File: src/rtl/demux1to4_stream_param.sv
// demux1to4_stream_param: routes a valid/ready word stream to one of four registered output channels
module demux1to4_stream_param #(
    parameter int N = 8
) (
    input  logic         clk,
    input  logic         rst_n,
    input  logic         rr_en,
    input  logic [N-1:0] in_data,
    input  logic [1:0]   in_sel,
    input  logic         in_valid,
    output logic         in_ready,
    output logic [1:0]   rr_ptr,
    output logic [N-1:0] a_data,
    output logic         a_valid,
    input  logic         a_ready,
    output logic [N-1:0] b_data,
    output logic         b_valid,
    input  logic         b_ready,
    output logic [N-1:0] c_data,
    output logic         c_valid,
    input  logic         c_ready,
    output logic [N-1:0] d_data,
    output logic         d_valid,
    input  logic         d_ready
);
    logic [N-1:0] data_q [4];
    logic [N-1:0] data_d [4];
    logic [3:0]   valid_q, valid_d, rdy;
    logic [1:0]   rr_ptr_q, rr_ptr_d, dest;
    logic         acc;
    assign rdy = {d_ready, c_ready, b_ready, a_ready};
    always_comb begin
        dest     = rr_en ? rr_ptr_q : in_sel;
        in_ready = ~valid_q[dest] | rdy[dest];
        acc      = in_valid & in_ready;
        rr_ptr_d = (acc & rr_en) ? rr_ptr_q + 2'd1 : rr_ptr_q;
        for (int i = 0; i < 4; i++) begin
            valid_d[i] = (acc && dest == 2'(i)) | (valid_q[i] & ~rdy[i]);
            data_d[i]  = (acc && dest == 2'(i)) ? in_data : data_q[i];
        end
    end
    always_ff @(posedge clk) begin
        if (!rst_n) begin
            valid_q  <= '0;
            rr_ptr_q <= '0;
            for (int i = 0; i < 4; i++) data_q[i] <= '0;
        end else begin
            valid_q  <= valid_d;
            rr_ptr_q <= rr_ptr_d;
            for (int i = 0; i < 4; i++) data_q[i] <= data_d[i];
        end
    end
    assign rr_ptr  = rr_ptr_q;
    assign a_data  = data_q[0];
    assign b_data  = data_q[1];
    assign c_data  = data_q[2];
    assign d_data  = data_q[3];
    assign a_valid = valid_q[0];
    assign b_valid = valid_q[1];
    assign c_valid = valid_q[2];
    assign d_valid = valid_q[3];
endmodule

File: config.mk
export PLATFORM = sky130hd
export DESIGN_NAME = demux1to4_stream_param
export DESIGN_NICKNAME = d
export VERILOG_FILES = /design/src/rtl/demux1to4_stream_param.sv
export SDC_FILE = /design/constraint.sdc
export NUM_CORES = 1
export LEC_CHECK = 0
export ABC_AREA = 1
export CORE_UTILIZATION = 47
export CTS_CLUSTER_SIZE = 10
export DETAILED_ROUTE_END_ITERATION = 12
export PLACE_DENSITY_LB_ADDON = 0.3
export SLEW_MARGIN = 10
export SYNTH_ARGS = -nofsm -noshare
export SYNTH_HDL_FRONTEND = slang
export SYNTH_SLANG_ARGS = --single-unit
File: constraint.sdc
create_clock -name clk -period 1.85 [get_ports clk]
set_input_delay 0.2775 -clock clk [delete_from_list [all_inputs] [get_ports clk]]
set_output_delay 0.2775 -clock clk [all_outputs]
set_load 0.02 [all_outputs]
==> impl_metrics.csv, run 1 <==
group,metric,value,unit
worst_setup_path,path_class,"in2out",
drt,drc,0,
place,gp_congestion,0.802,
sta,report.final.setup_viol,0,
die,rows,23,
global_routing,grt_max_degree,40,
sta,period_minus_slack,1.71,ns
sta,drv_slew,0,
place,dp_slack,-0.485,ns
worst_setup_path,cp_common_cell,"nand2_1",
die,die_y,67.3,um
drt,routedWlPerCell,11.0,um
logic_synthesis,synth.avg_cell_area,6.41,um2
drt,drtPass1Iterations,8,
worst_setup_path,critPathSlowestCell,"clkdlybuf4s50_1",
final_layout,multiInputGateArea,857,um2
drt,vias,2022,
die,ios,57,
worst_setup_path,crit_family,"buffers and inverters",
sta,rsz0062_at_grt,"false",
global_routing,grt-ovfl-total,0,
global_routing,antenna_found_initial,0,
worst_setup_path,max_stage_delay,0.50,ns
worst_hold_path,hold_path.class,"reg2reg",
drt,avgViaCountPerCell,4.75,
final_layout,nets,394,
logic_synthesis,synth.distinct_cells,18,
sta,fin_setup_tns,0,ns
global_routing,met1_usage,0.265,
final_layout,most-common-layout-cells,"nand2_1 (88), inv_1 (81), clkdlybuf4s50_1 (54), dfxtp_1 (38), nor2_1 (34)",
final_layout,diodes,0,
sta,max_freq,584,MHz
cts,clk_pin_slew,0.07,ns
cts,clockBufferDepth,2,
logic_synthesis,syn-num-nets,331,
power,peakVddDrop,0.444,mV
global_routing,grt_pass1_vias,1859,
power,leakagePower,1.38,nW
cts,clkSinkCount,38,
cts,clkLatencyLatePin,0.29,ns
cts,cts_buffers,5,
logic_synthesis,synth-seq-area-share,0.379,
die,die_w,67.3,um
logic_synthesis,synth_seq_cells,38,
global_routing,grtUsageMet2,0.376,
final_layout,final_util,0.688,
global_routing,met3_usage,0.0625,
worst_setup_path,worstPathArrival,1.43,ns
die,start_util,0.495,
worst_setup_path,required,1.57,ns
place,portBuffers,56,
drt,wl,4680,um
final_layout,drive_above_1_share,0.0904,
cts,htreeDepth,2,
logic_synthesis,ys.warnings.count,0,
drt,drt_iter0_drc,140,
power,powerDensity,758,nW/um2
worst_setup_path,startpoint_type,"primary input",
worst_setup_path,crit_chain,"clkdlybuf4s50_1 > nand2_4 > nand2_4 > nand2_1 > nand2_1 > nand2_1 > nand2_1 > nand2_4 > clkbuf_2",
place,dpl.hpwl,3220,um
sta,fin_ws,0.139,ns
outcome,status,"completed",
sta,tightest_slew,0.344,ns
sta,finalHoldViolations,0,
cts,cts_tree,"done",
global_routing,grt_pass1_wl,7730,um
cts,postCtsSetupBuffers,0,
global_routing,grt.total_usage,0.226,
logic_synthesis,synthCells,313,
run,max_cap_viol_count,0,
worst_setup_path,endpoint_kind,"output port",
cts,cts_root_buf,"clkbuf_8",
logic_synthesis,syn_area,2010,um2
worst_setup_path,path_buf_inv,2,
die,core,4060,um2
sta,skew,0.00772,ns
worst_setup_path,crit_fanout,5,
global_routing,busiest_layer,"met2",
die,dieArea,4540,um2
sta,finalCritPeriodShare,0.925,
sta,slew_headroom,0.770,
final_layout,n_fill_cell,355,
final_layout,final_common_cell,"nand2_1",
drt,ant_nets,0,
final_layout,syn2layout_area_growth,39.2,%
final_layout,seq_area,761,um2
## worst register-to-register path, delay by kind of cell (launching register included)
kind                   cells  cell delay, ns
AND/OR/NAND/NOR           10            0.86
flip-flops                 1            0.40
buffers and inverters      3            0.30
## what timing repair did
action	4_1_cts	5_1_grt
resized for setup	3	3
hold buffers	0	0
endpoints found under the setup margin	39	36
## worst paths after layout
check	from	end	slack [ns]	depth (start not counted)
max	in_sel[0]	in_ready	0.14	9
min	valid_q[2]	valid_q[2]	0.49	2
max reg2reg	rr_ptr[0]	data_q[0][2]	0.24	13
min reg2reg	valid_q[2]	valid_q[2]	0.49	2
## layer usage
layer | wire length (um) | part of all wire | up-vias
li1 | - | - | 1063
met1 | 2060 | 0.44 | 872
met2 | 2190 | 0.47 | 73
met3 | 295 | 0.063 | 14
met4 | 135 | 0.029 | 0
met5 | 0 | 0 | -
## power by group
part	switching [W]	leakage (nW)	internal (W)	total [W]
sequential	0.0000279	0.310	0.000868	0.000896
combinational	0.000284	1.01	0.000224	0.000508
clock	0.000281	0.0573	0.000431	0.000712
## flip-flops by register name, indices dropped and copies added, names as in the netlist
register	cells
data_q	32
valid_q	4
rr_ptr	2
## metrics by stage
step	hold slack [ns]	area (um2)	total power [W]	cells
2_1_floorplan	0.441	2010	0.00121	313
3_3_place_gp	0.478	2680	0.00141	419
3_5_place_dp	0.482	2680	0.00142	419
4_1_cts	0.495	2790	0.00213	426
5_1_grt	0.522	2790	0.00222	426
6_report	0.493	2790	0.00212	426
## cell type report
cell class / count / area share
clock buffer: 6 / 0.0296
clock inverter: 1 / 0.0108
inverter: 86 / 0.116
multi-input combinational: 177 / 0.307
sequential: 38 / 0.272
tap: 50 / 0.0224
timing repair buffer: 68 / 0.242
## cells by family (layout without fill, tap and decap cells)
group,Yosys count,count (layout),share of synthesized area
compound gates,6,6,0.0168
flops,38,38,0.379
simple gates,171,171,0.410
buf+inv,98,161,0.194
## synth_stat cells
| master | count | area share |
|---|---|---|
| buf_12 | 1 | 0.010 |
| nand3_4 | 4 | 0.035 |
| o21ai_2 | 1 | 0.0044 |
| clkinv_1 | 2 | 0.0037 |
| nor2_2 | 2 | 0.0062 |
| buf_2 | 4 | 0.010 |
| inv_1 | 81 | 0.15 |
| nor2_1 | 34 | 0.064 |
| clkbuf_1 | 5 | 0.0094 |
| a21oi_1 | 5 | 0.012 |
| nand2_4 | 4 | 0.022 |
| nand3b_1 | 1 | 0.0037 |
| buf_1 | 2 | 0.0037 |
| dfxtp_1 | 38 | 0.38 |
| nand4_1 | 32 | 0.10 |
| nand3_1 | 6 | 0.015 |
| inv_2 | 3 | 0.0056 |
| nand2_1 | 88 | 0.16 |
(Power assumes the default switching activity.)
==> inputs of run 2 (changes only) <==
--- a/config.mk
+++ b/config.mk
@@ -6,7 +6,11 @@
 export NUM_CORES = 1
 export LEC_CHECK = 0
 export ABC_AREA = 1
-export CORE_UTILIZATION = 47
+export CAP_MARGIN = 15
+export CELL_PAD_IN_SITES_DETAIL_PLACEMENT = 0
+export CELL_PAD_IN_SITES_GLOBAL_PLACEMENT = 1
+export CORE_MARGIN = 10
+export CORE_UTILIZATION = 32
 export CTS_CLUSTER_SIZE = 10
 export DETAILED_ROUTE_END_ITERATION = 12
 export PLACE_DENSITY_LB_ADDON = 0.3
==> run 2 against run 1 <==
Against the previous run: global-route usage decreased by 11 points; clock power decreased by 20%; sequential share of layout area decreased by 0.53 points; sequential cell count unchanged; worst hold slack got worse by 0.0015 ns; design area increased by 2.0%; register-to-register slack about the same; fmax increased by 0.37%; non-clock buffer count increased by 5; critical endpoint unchanged.
==> impl_metrics.csv, run 2 (synthesis gave the netlist of run 1 again) <==
group,metric,value,unit
final_layout,syn2layout_area_growth,41.9,%
place,dpl.hpwl,4030,um
worst_setup_path,path_class,"in2out",
cts,clockBufferDepth,2,
place,dp_slack,-0.480,ns
worst_setup_path,required,1.57,ns
sta,finalCritPeriodShare,0.921,
worst_setup_path,endpoint_kind,"output port",
global_routing,grt_pass1_wl,9440,um
worst_hold_path,hold_path.class,"reg2reg",
sta,fin_ws,0.145,ns
die,core,5990,um2
cts,clkLatencyLatePin,0.29,ns
die,die_y,99.2,um
place,placed_cell_area,2760,um2
drt,drt_iter0_drc,95,
final_layout,n_fill_cell,636,
final_layout,finalNonFillerCells,455,
cts,htreeDepth,2,
global_routing,antenna_found_initial,0,
final_layout,fin_area,2850,um2
sta,period_minus_slack,1.70,ns
final_layout,final_common_cell,"nand2_1",
power,power,0.00199,W
die,rows,28,
drt,drtPass1Iterations,4,
final_layout,most-common-layout-cells,"nand2_1 (88), inv_1 (81), clkdlybuf4s50_1 (54), dfxtp_1 (38), nor2_1 (34)",
sta,drv_slew,0,
final_layout,diodes,0,
worst_setup_path,startpoint_type,"primary input",
drt,avgViaCountPerCell,4.35,
place,portBuffers,56,
cts,postCtsHoldBufs,0,
sta,tightest_slew,0.338,ns
sta,max_freq,587,MHz
power,leakagePower,1.39,nW
die,start_util,0.335,
power,powerDensity,700,nW/um2
run,max_cap_viol_count,0,
die,die_w,99.2,um
drt,wl,5440,um
cts,clkSinkCount,38,
global_routing,grt.total_usage,0.115,
sta,report.final.setup_viol,0,
global_routing,grt_max_degree,40,
die,ios,57,
drt,ant_nets,0,
cts,cts_root_buf,"clkbuf_8",
place,dp.cells,449,
outcome,status,"completed",
die,dieArea,9840,um2
sta,slew_headroom,0.774,
sta,rsz0062_at_grt,"false",
drt,vias,1980,
cts,cts_buffers,5,
final_layout,largest_register_ffs,32,
cts,clk_pin_slew,0.07,ns
cts,postCtsSetupBuffers,0,
final_layout,drive_above_1_share,0.100,
place,gp_congestion,0.821,
worst_setup_path,crit_fanout,5,
power,peakVddDrop,0.313,mV
global_routing,grt-ovfl-total,0,
final_layout,top_register,"data_q",
drt,routedWlPerCell,11.9,um
worst_setup_path,worstPathArrival,1.43,ns
cts,cts_tree,"done",
sta,skew,0.00350,ns
sta,finalHoldViolations,0,
final_layout,nets,399,
global_routing,grt_pass1_vias,2032,
drt,drc,0,
==> run 2: power breakdown <==
part	internal, W	switching [W]	leakage [nW]	total [W]
logic	0.000236	0.000291	1.03	0.000526
clock network	0.000288	0.000285	0.0431	0.000572
registers	0.000868	0.0000269	0.310	0.000895
==> run 2: worst paths after layout <==
| kind | start | to | slack (ns) | cells after the start |
|---|---|---|---|---|
| min | valid_q[0] | valid_q[0] | 0.49 | 2 |
| max | in_sel[0] | in_ready | 0.15 | 10 |
| min reg2reg | valid_q[0] | valid_q[0] | 0.49 | 2 |
| max reg2reg | rr_ptr[0] | rr_ptr[1] | 0.23 | 12 |
==> run 2: metal layers <==
layer  GRT usage  wire, um  vias to the layer above
met3      0.0505       432                       12
met2       0.191      2460                       46
li1            -         -                     1067
met4      0.0441       134                        0
met5           0         0                        -
met1       0.127      2410                      855
==> run 2: final cells by class <==
| type | count | area, um2 | share of cell area |
|---|---|---|---|
| flip-flops and latches | 38 | 761 | 0.267 |
| repair buffers | 73 | 723 | 0.254 |
| clock buffers | 6 | 82.6 | 0.0290 |
| well taps | 75 | 93.8 | 0.0330 |
| inverters | 86 | 323 | 0.113 |
| multi-input cells | 177 | 865 | 0.304 |
==> run 2: critical path, stage by stage <==
cell and delay [ns]:
clkdlybuf4s50_1 0.51, nand2_4 0.08, nand2_4 0.08, nand2_1 0.05, nand2_1 0.05, nand2_1 0.05, nand2_1 0.07, inv_2 0.04
nand2_4 0.06, buf_2 0.16
==> run 2: metrics by stage <==
step	utilization	setup TNS [ns]	hold slack (ns)
after floorplan	-	0	0.441
after global placement	0.461	-12.30	0.483
after detailed placement	0.461	-13.63	0.480
after CTS	0.475	0	0.493
after global routing	0.475	0	0.520
final	0.475	0	0.492
==> run 2: what timing repair did <==
| item | CTS | global route |
|---|---|---|
| endpoints found under the hold margin | 0 | 0 |
| gates resized for setup | 4 | 3 |
| endpoints found under the setup margin | 35 | 35 |
